--- config.mk ---
export PLATFORM = sky130hd
export DESIGN_NAME = alu_arbiter
export DESIGN_NICKNAME = d
export VERILOG_FILES = /design/src/rtl/alu_arbiter.sv
export SDC_FILE = /design/constraint.sdc
export NUM_CORES = 1
export LEC_CHECK = 0
export BUFFER_PORTS_ARGS = -buffer_cell sky130_fd_sc_hd__buf_2
export CAP_MARGIN = 20
export CORE_ASPECT_RATIO = 0.6
export CORE_MARGIN = 5
export CORE_UTILIZATION = 45
export CTS_CLUSTER_DIAMETER = 120
export DETAILED_ROUTE_END_ITERATION = 10
export PLACE_DENSITY = 0.8
export REMOVE_ABC_BUFFERS = 1
export SLEW_MARGIN = 30
export SYNTH_ARGS = -nofsm -noshare
export SYNTH_HDL_FRONTEND = slang
export SYNTH_SLANG_ARGS = --single-unit
--- constraint.sdc ---
create_clock -name CLK -period 2.18 [get_ports CLK]
set_input_delay 0.109 -clock CLK [delete_from_list [all_inputs] [get_ports CLK]]
set_output_delay 0.109 -clock CLK [all_outputs]
set_load 0.01 [all_outputs]
--- src/rtl/alu_arbiter.sv ---
// rtl/alu_arbiter.sv - round-robin arbiter sharing one combinational ALU between two requesters
//
// Purpose: grants one of two requesters (0 = execute stage, 1 = address/aux
// unit), registers the winner's operands/opcode onto the ALU inputs, captures
// the ALU result and zero flag one cycle later and returns them with a
// one-cycle ACK pulse to the granted requester.
//
// Ports:
//   CLK, RST                 clock, synchronous active-high reset
//   REQn, OP1_n, OP2_n,
//   OPRN_n, ACKn (n = 0,1)   requester handshake, operands, opcode, ack pulse
//   ALU_OP1/ALU_OP2/ALU_OPRN registered operands/opcode driving the ALU
//   ALU_OUT, ALU_ZERO        combinational ALU result and zero flag
//   RESULT, RES_ZERO         registered result/zero, held until next capture
//   BUSY                     high while a transaction is in EXEC or DONE
module alu_arbiter #(
    parameter int DATA_WIDTH = 32,
    parameter int OPRN_WIDTH = 6
) (
    input  logic                  CLK,
    input  logic                  RST,
    input  logic                  REQ0,
    input  logic [DATA_WIDTH-1:0] OP1_0,
    input  logic [DATA_WIDTH-1:0] OP2_0,
    input  logic [OPRN_WIDTH-1:0] OPRN_0,
    output logic                  ACK0,
    input  logic                  REQ1,
    input  logic [DATA_WIDTH-1:0] OP1_1,
    input  logic [DATA_WIDTH-1:0] OP2_1,
    input  logic [OPRN_WIDTH-1:0] OPRN_1,
    output logic                  ACK1,
    output logic [DATA_WIDTH-1:0] ALU_OP1,
    output logic [DATA_WIDTH-1:0] ALU_OP2,
    output logic [OPRN_WIDTH-1:0] ALU_OPRN,
    input  logic [DATA_WIDTH-1:0] ALU_OUT,
    input  logic                  ALU_ZERO,
    output logic [DATA_WIDTH-1:0] RESULT,
    output logic                  RES_ZERO,
    output logic                  BUSY
);

    typedef enum logic [1:0] {
        IDLE = 2'd0,
        EXEC = 2'd1,
        DONE = 2'd2
    } state_t;

    state_t                  state_q, state_d;
    logic                    gnt_q, gnt_d;
    logic                    last_q, last_d;
    logic [DATA_WIDTH-1:0]   op1_q, op1_d;
    logic [DATA_WIDTH-1:0]   op2_q, op2_d;
    logic [OPRN_WIDTH-1:0]   oprn_q, oprn_d;
    logic [DATA_WIDTH-1:0]   result_q, result_d;
    logic                    zero_q, zero_d;
    logic                    ack0_q, ack0_d;
    logic                    ack1_q, ack1_d;
    logic                    busy_q, busy_d;

    always_comb begin
        state_d  = state_q;
        gnt_d    = gnt_q;
        last_d   = last_q;
        op1_d    = op1_q;
        op2_d    = op2_q;
        oprn_d   = oprn_q;
        result_d = result_q;
        zero_d   = zero_q;

        case (state_q)
            IDLE: begin
                // Requester 0 wins when alone, or on a tie when 1 was served last.
                if (REQ0 && (!REQ1 || last_q)) begin
                    gnt_d   = 1'b0;
                    last_d  = 1'b0;
                    op1_d   = OP1_0;
                    op2_d   = OP2_0;
                    oprn_d  = OPRN_0;
                    state_d = EXEC;
                end else if (REQ1) begin
                    gnt_d   = 1'b1;
                    last_d  = 1'b1;
                    op1_d   = OP1_1;
                    op2_d   = OP2_1;
                    oprn_d  = OPRN_1;
                    state_d = EXEC;
                end
            end
            EXEC: begin
                result_d = ALU_OUT;
                zero_d   = ALU_ZERO;
                state_d  = DONE;
            end
            DONE:    state_d = IDLE;
            default: state_d = IDLE;
        endcase

        // Handshake outputs are registered from the next state so that they
        // line up with the DONE/EXEC cycles without a decode path to the pins.
        ack0_d = (state_d == DONE) && !gnt_d;
        ack1_d = (state_d == DONE) &&  gnt_d;
        busy_d = (state_d == EXEC) || (state_d == DONE);
    end

    always_ff @(posedge CLK) begin
        if (RST) begin
            state_q  <= IDLE;
            gnt_q    <= 1'b0;
            last_q   <= 1'b1;
            op1_q    <= '0;
            op2_q    <= '0;
            oprn_q   <= '0;
            result_q <= '0;
            zero_q   <= 1'b0;
            ack0_q   <= 1'b0;
            ack1_q   <= 1'b0;
            busy_q   <= 1'b0;
        end else begin
            state_q  <= state_d;
            gnt_q    <= gnt_d;
            last_q   <= last_d;
            op1_q    <= op1_d;
            op2_q    <= op2_d;
            oprn_q   <= oprn_d;
            result_q <= result_d;
            zero_q   <= zero_d;
            ack0_q   <= ack0_d;
            ack1_q   <= ack1_d;
            busy_q   <= busy_d;
        end
    end

    assign ALU_OP1  = op1_q;
    assign ALU_OP2  = op2_q;
    assign ALU_OPRN = oprn_q;
    assign RESULT   = result_q;
    assign RES_ZERO = zero_q;
    assign ACK0     = ack0_q;
    assign ACK1     = ack1_q;
    assign BUSY     = busy_q;

endmodule

==> results.cfg <==
[setup_path]
crit_family = simple AND/OR/NAND/NOR gates
required_ns = 2.38
critPathKind = register to register
cp_num_cells = 4
cp_slowest_cell = and2_4
crit_path_end_kind = register
worstPathMaxFanout = 43
worstReg2RegEnd = ALU_OP1[21]$_SDFFE_PP0P_
r2r-start = state_q[1]$_SDFF_PP0_
worstSetupStartpointType = register
max_stage_delay_ns = 0.63
r2r.worst_path.cells = 4
path_cells = nor2_4 -> and2_4 -> buf_12 -> a311oi_2
critPathBufInv = 1
r2r_slack_ns = 0.49
crit_arrival_ns = 1.89

[timing]
max_freq_ghz = 0.592
slew_headroom_pct = 47.8
hold_viol_final = 0
min_period_ns = 1.69
finalClockSkew_ns = 0.00823
slew_viol_final = 0
finalCritPeriodShare_pct = 77.5
setup_violations = 0
worst_slew_pin_slew_ns = 0.783
setup_ws_ns = 0.491
rsz0062_at_grt = false

[logic_synthesis]
ys_seq_elements = 110
synth.avg_cell_area_um2 = 9.03
synth_xor_area_share_pct = 0
synthArstFlopShare_pct = 0
ys_seq_area_share_pct = 41.9
synth_top_family_by_area = compound AO/OA/AOI/OAI gates
netlist_area_mm2 = 0.00526
synthAdderAreaFrac_pct = 0.238
postSynthCellCount = 582
synth_top_cell_by_area = dfxtp_1
synth_enable_flop_cells = 0
yosysTopAreaCellShare_pct = 41.9
synth_top_cells_by_area = dfxtp_1 42%, a311oi_2 20%, a21oi_1 9.8%
muxShareOfSynthArea_pct = 0
ys_warn_count = 0
synth_compound_gate_area_share_pct = 36.6
synth_top_cells_by_count = 110 x dfxtp_1, 103 x a21oi_1, 70 x nand3_1, 70 x o21ai_0, 69 x a311oi_2
yosys.area_share.simple_pct = 13.0
synth_cell_types = 24
yosysMostFrequentCell = dfxtp_1
synthFlopType = dfxtp_1

[global_route]
grt_max_degree = 72
grt_pass1_wl_mm = 26.4
overflow = 0
antenna_found_initial = 0
grtUsageMet1_pct = 29.9
grt_pass1_vias = 5125
grtUsageTotal_pct = 23.2
top_usage_layer = met2
met3_usage_pct = 7.67
met2_usage_pct = 37.9

[layout]
final_util_pct = 62.4
finalNetCount = 1011
area_growth_syn_to_layout_pct = 34.9
fin_area_mm2 = 0.00709
drive_gt1_share_pct = 46.7
num_antenna_cells = 0
nFillCells = 1002

[detailed_routing]
routedWlPerCell_um = 17.4
via_count = 5446
first_pass_iters = 5
drcViolationCount = 0
drt_iter0_markers = 360
ant_nets = 0
vias_per_cell = 5.46
wl_mm = 17.3

[outcome]
status = complete, no violations

[placed_design]
place_hpwl_mm = 12.0
placement.io_buffers = 282
place.gp.congestion = 0.789
place_ws_ns = 0.494
place_area_mm2 = 0.00663

[pwr]
total_power_w = 0.00536
irDropWorstVdd_mv = 0.407
pwr_density_cell_mw_per_mm2 = 756
p_leak_nw = 3.07

[clocking]
cts_tree = done
clk_latency_ns = 0.34
clk_path_buf_depth = 2
postCtsHoldBufs = 15
clockRootBuffer = clkbuf_16
path_clk_slew_ns = 0.07
cts_buffers = 9
cts-resized-gates = 0
cts.sinks = 110
post_cts_buffers = 0
htree_levels = 3

[min_path]
hold_depth = 3
hp-start = ALU_OUT[6]
hp-class = primary input to register
hold_path_end = RESULT[6]$_SDFFE_PP0P_

[die]
num_rows = 30
fp.dieArea_mm2 = 0.0140
io_pins = 283
floorplan.initialDensity_pct = 46.2
fp.dieH_um = 93.7
die_x_um = 150
coreArea_mm2 = 0.0114

[job]
cap_violations = 0
## layout by cell type (no fill, tap or decap), drive strengths merged
cell type,n
and3b,1
o22ai,1
clkinvlp,1
nand3,70
inv,4
nor2b,1
clkbuf,11
or2,1
nand2,66
dfxtp,110
clkinv,2
or3b,1
nor2,5
and2,1
a21oi,103
nor3b,2
buf,298
a311oi,70
a221o,1
dlygate4sd3,15
bufinv,1
ha,1
o21ai,70
nand2b,2
## layer usage
metal | vias up | part of all wire (%)
met4 | 0 | 1.6
met2 | 246 | 46
met3 | 23 | 9.8
met5 | - | 0
met1 | 2525 | 42
li1 | 2652 | -
## kinds of logic (layout without fill, tap and decap cells)
family	Yosys count	count (layout)
AO/OA/AOI/OAI	245	245
AND/OR/NAND/NOR	150	150
flip-flops	110	110
buffers and inverters	76	332
adder cells (fa/ha/maj)	1	1
## through the flow
step | cells | hold slack [ns] | TNS (ns)
2_1_floorplan | 509 | 0.176 | -130.58
3_3_place_gp | 967 | 0.350 | 0
3_5_place_dp | 967 | 0.358 | 0
4_1_cts | 998 | 0.00100 | 0
5_1_grt | 998 | 0.00815 | 0
6_report | 998 | 0.0126 | 0
## flip-flops by register name, indices dropped and copies added (netlist names)
name and flops:
BUSY 1, RESULT 32, ALU_OPRN 6, ALU_OP1 32, ACK1 1, ALU_OP2 32
gnt_q 1, state_q 2, last_q 1, RES_ZERO 1, ACK0 1
## worst max-delay path by stage
stage,from,endpoint,slack [ns]
2_1_floorplan,state_q[1]$_SDFF_PP0_,ACK0$_SDFF_PP0_,-1.95
3_3_place_gp,state_q[1]$_SDFF_PP0_,ALU_OP1[28]$_SDFFE_PP0P_,0.52
3_5_place_dp,state_q[1]$_SDFF_PP0_,ALU_OP2[14]$_SDFFE_PP0P_,0.49
4_1_cts,state_q[1]$_SDFF_PP0_,ALU_OP1[21]$_SDFFE_PP0P_,0.49
5_1_grt,state_q[1]$_SDFF_PP0_,ALU_OP2[4]$_SDFFE_PP0P_,0.37
6_report,state_q[1]$_SDFF_PP0_,ALU_OP1[21]$_SDFFE_PP0P_,0.49
## worst reg2reg max path, cell delays in order, from the launching register on
cell and delay, ns:
dfxtp_1 0.35, nor2_4 0.11, and2_4 0.63, buf_12 0.32, a311oi_2 0.14
## power by group
group	internal [W]	switching (W)	leakage [nW]	total (W)
Clock	0.000967	0.000745	0.154	0.00171
Sequential	0.00221	0.000104	0.909	0.00231
Combinational	0.000566	0.000773	2.01	0.00134
Total	0.00374	0.00162	3.07	0.00536
## cell type report
type                    instances  area, µm²  area share (%)
multi-input cells             396       2640            37.2
flip-flops and latches        110       2200            31.0
repair buffers                313       1720            24.3
clock buffers                  11        253            3.56
clock inverters                 5       66.3           0.935
well taps                     160        200            2.82
inverters                       3       11.3           0.159
Power figures use the tool's default switching activity.
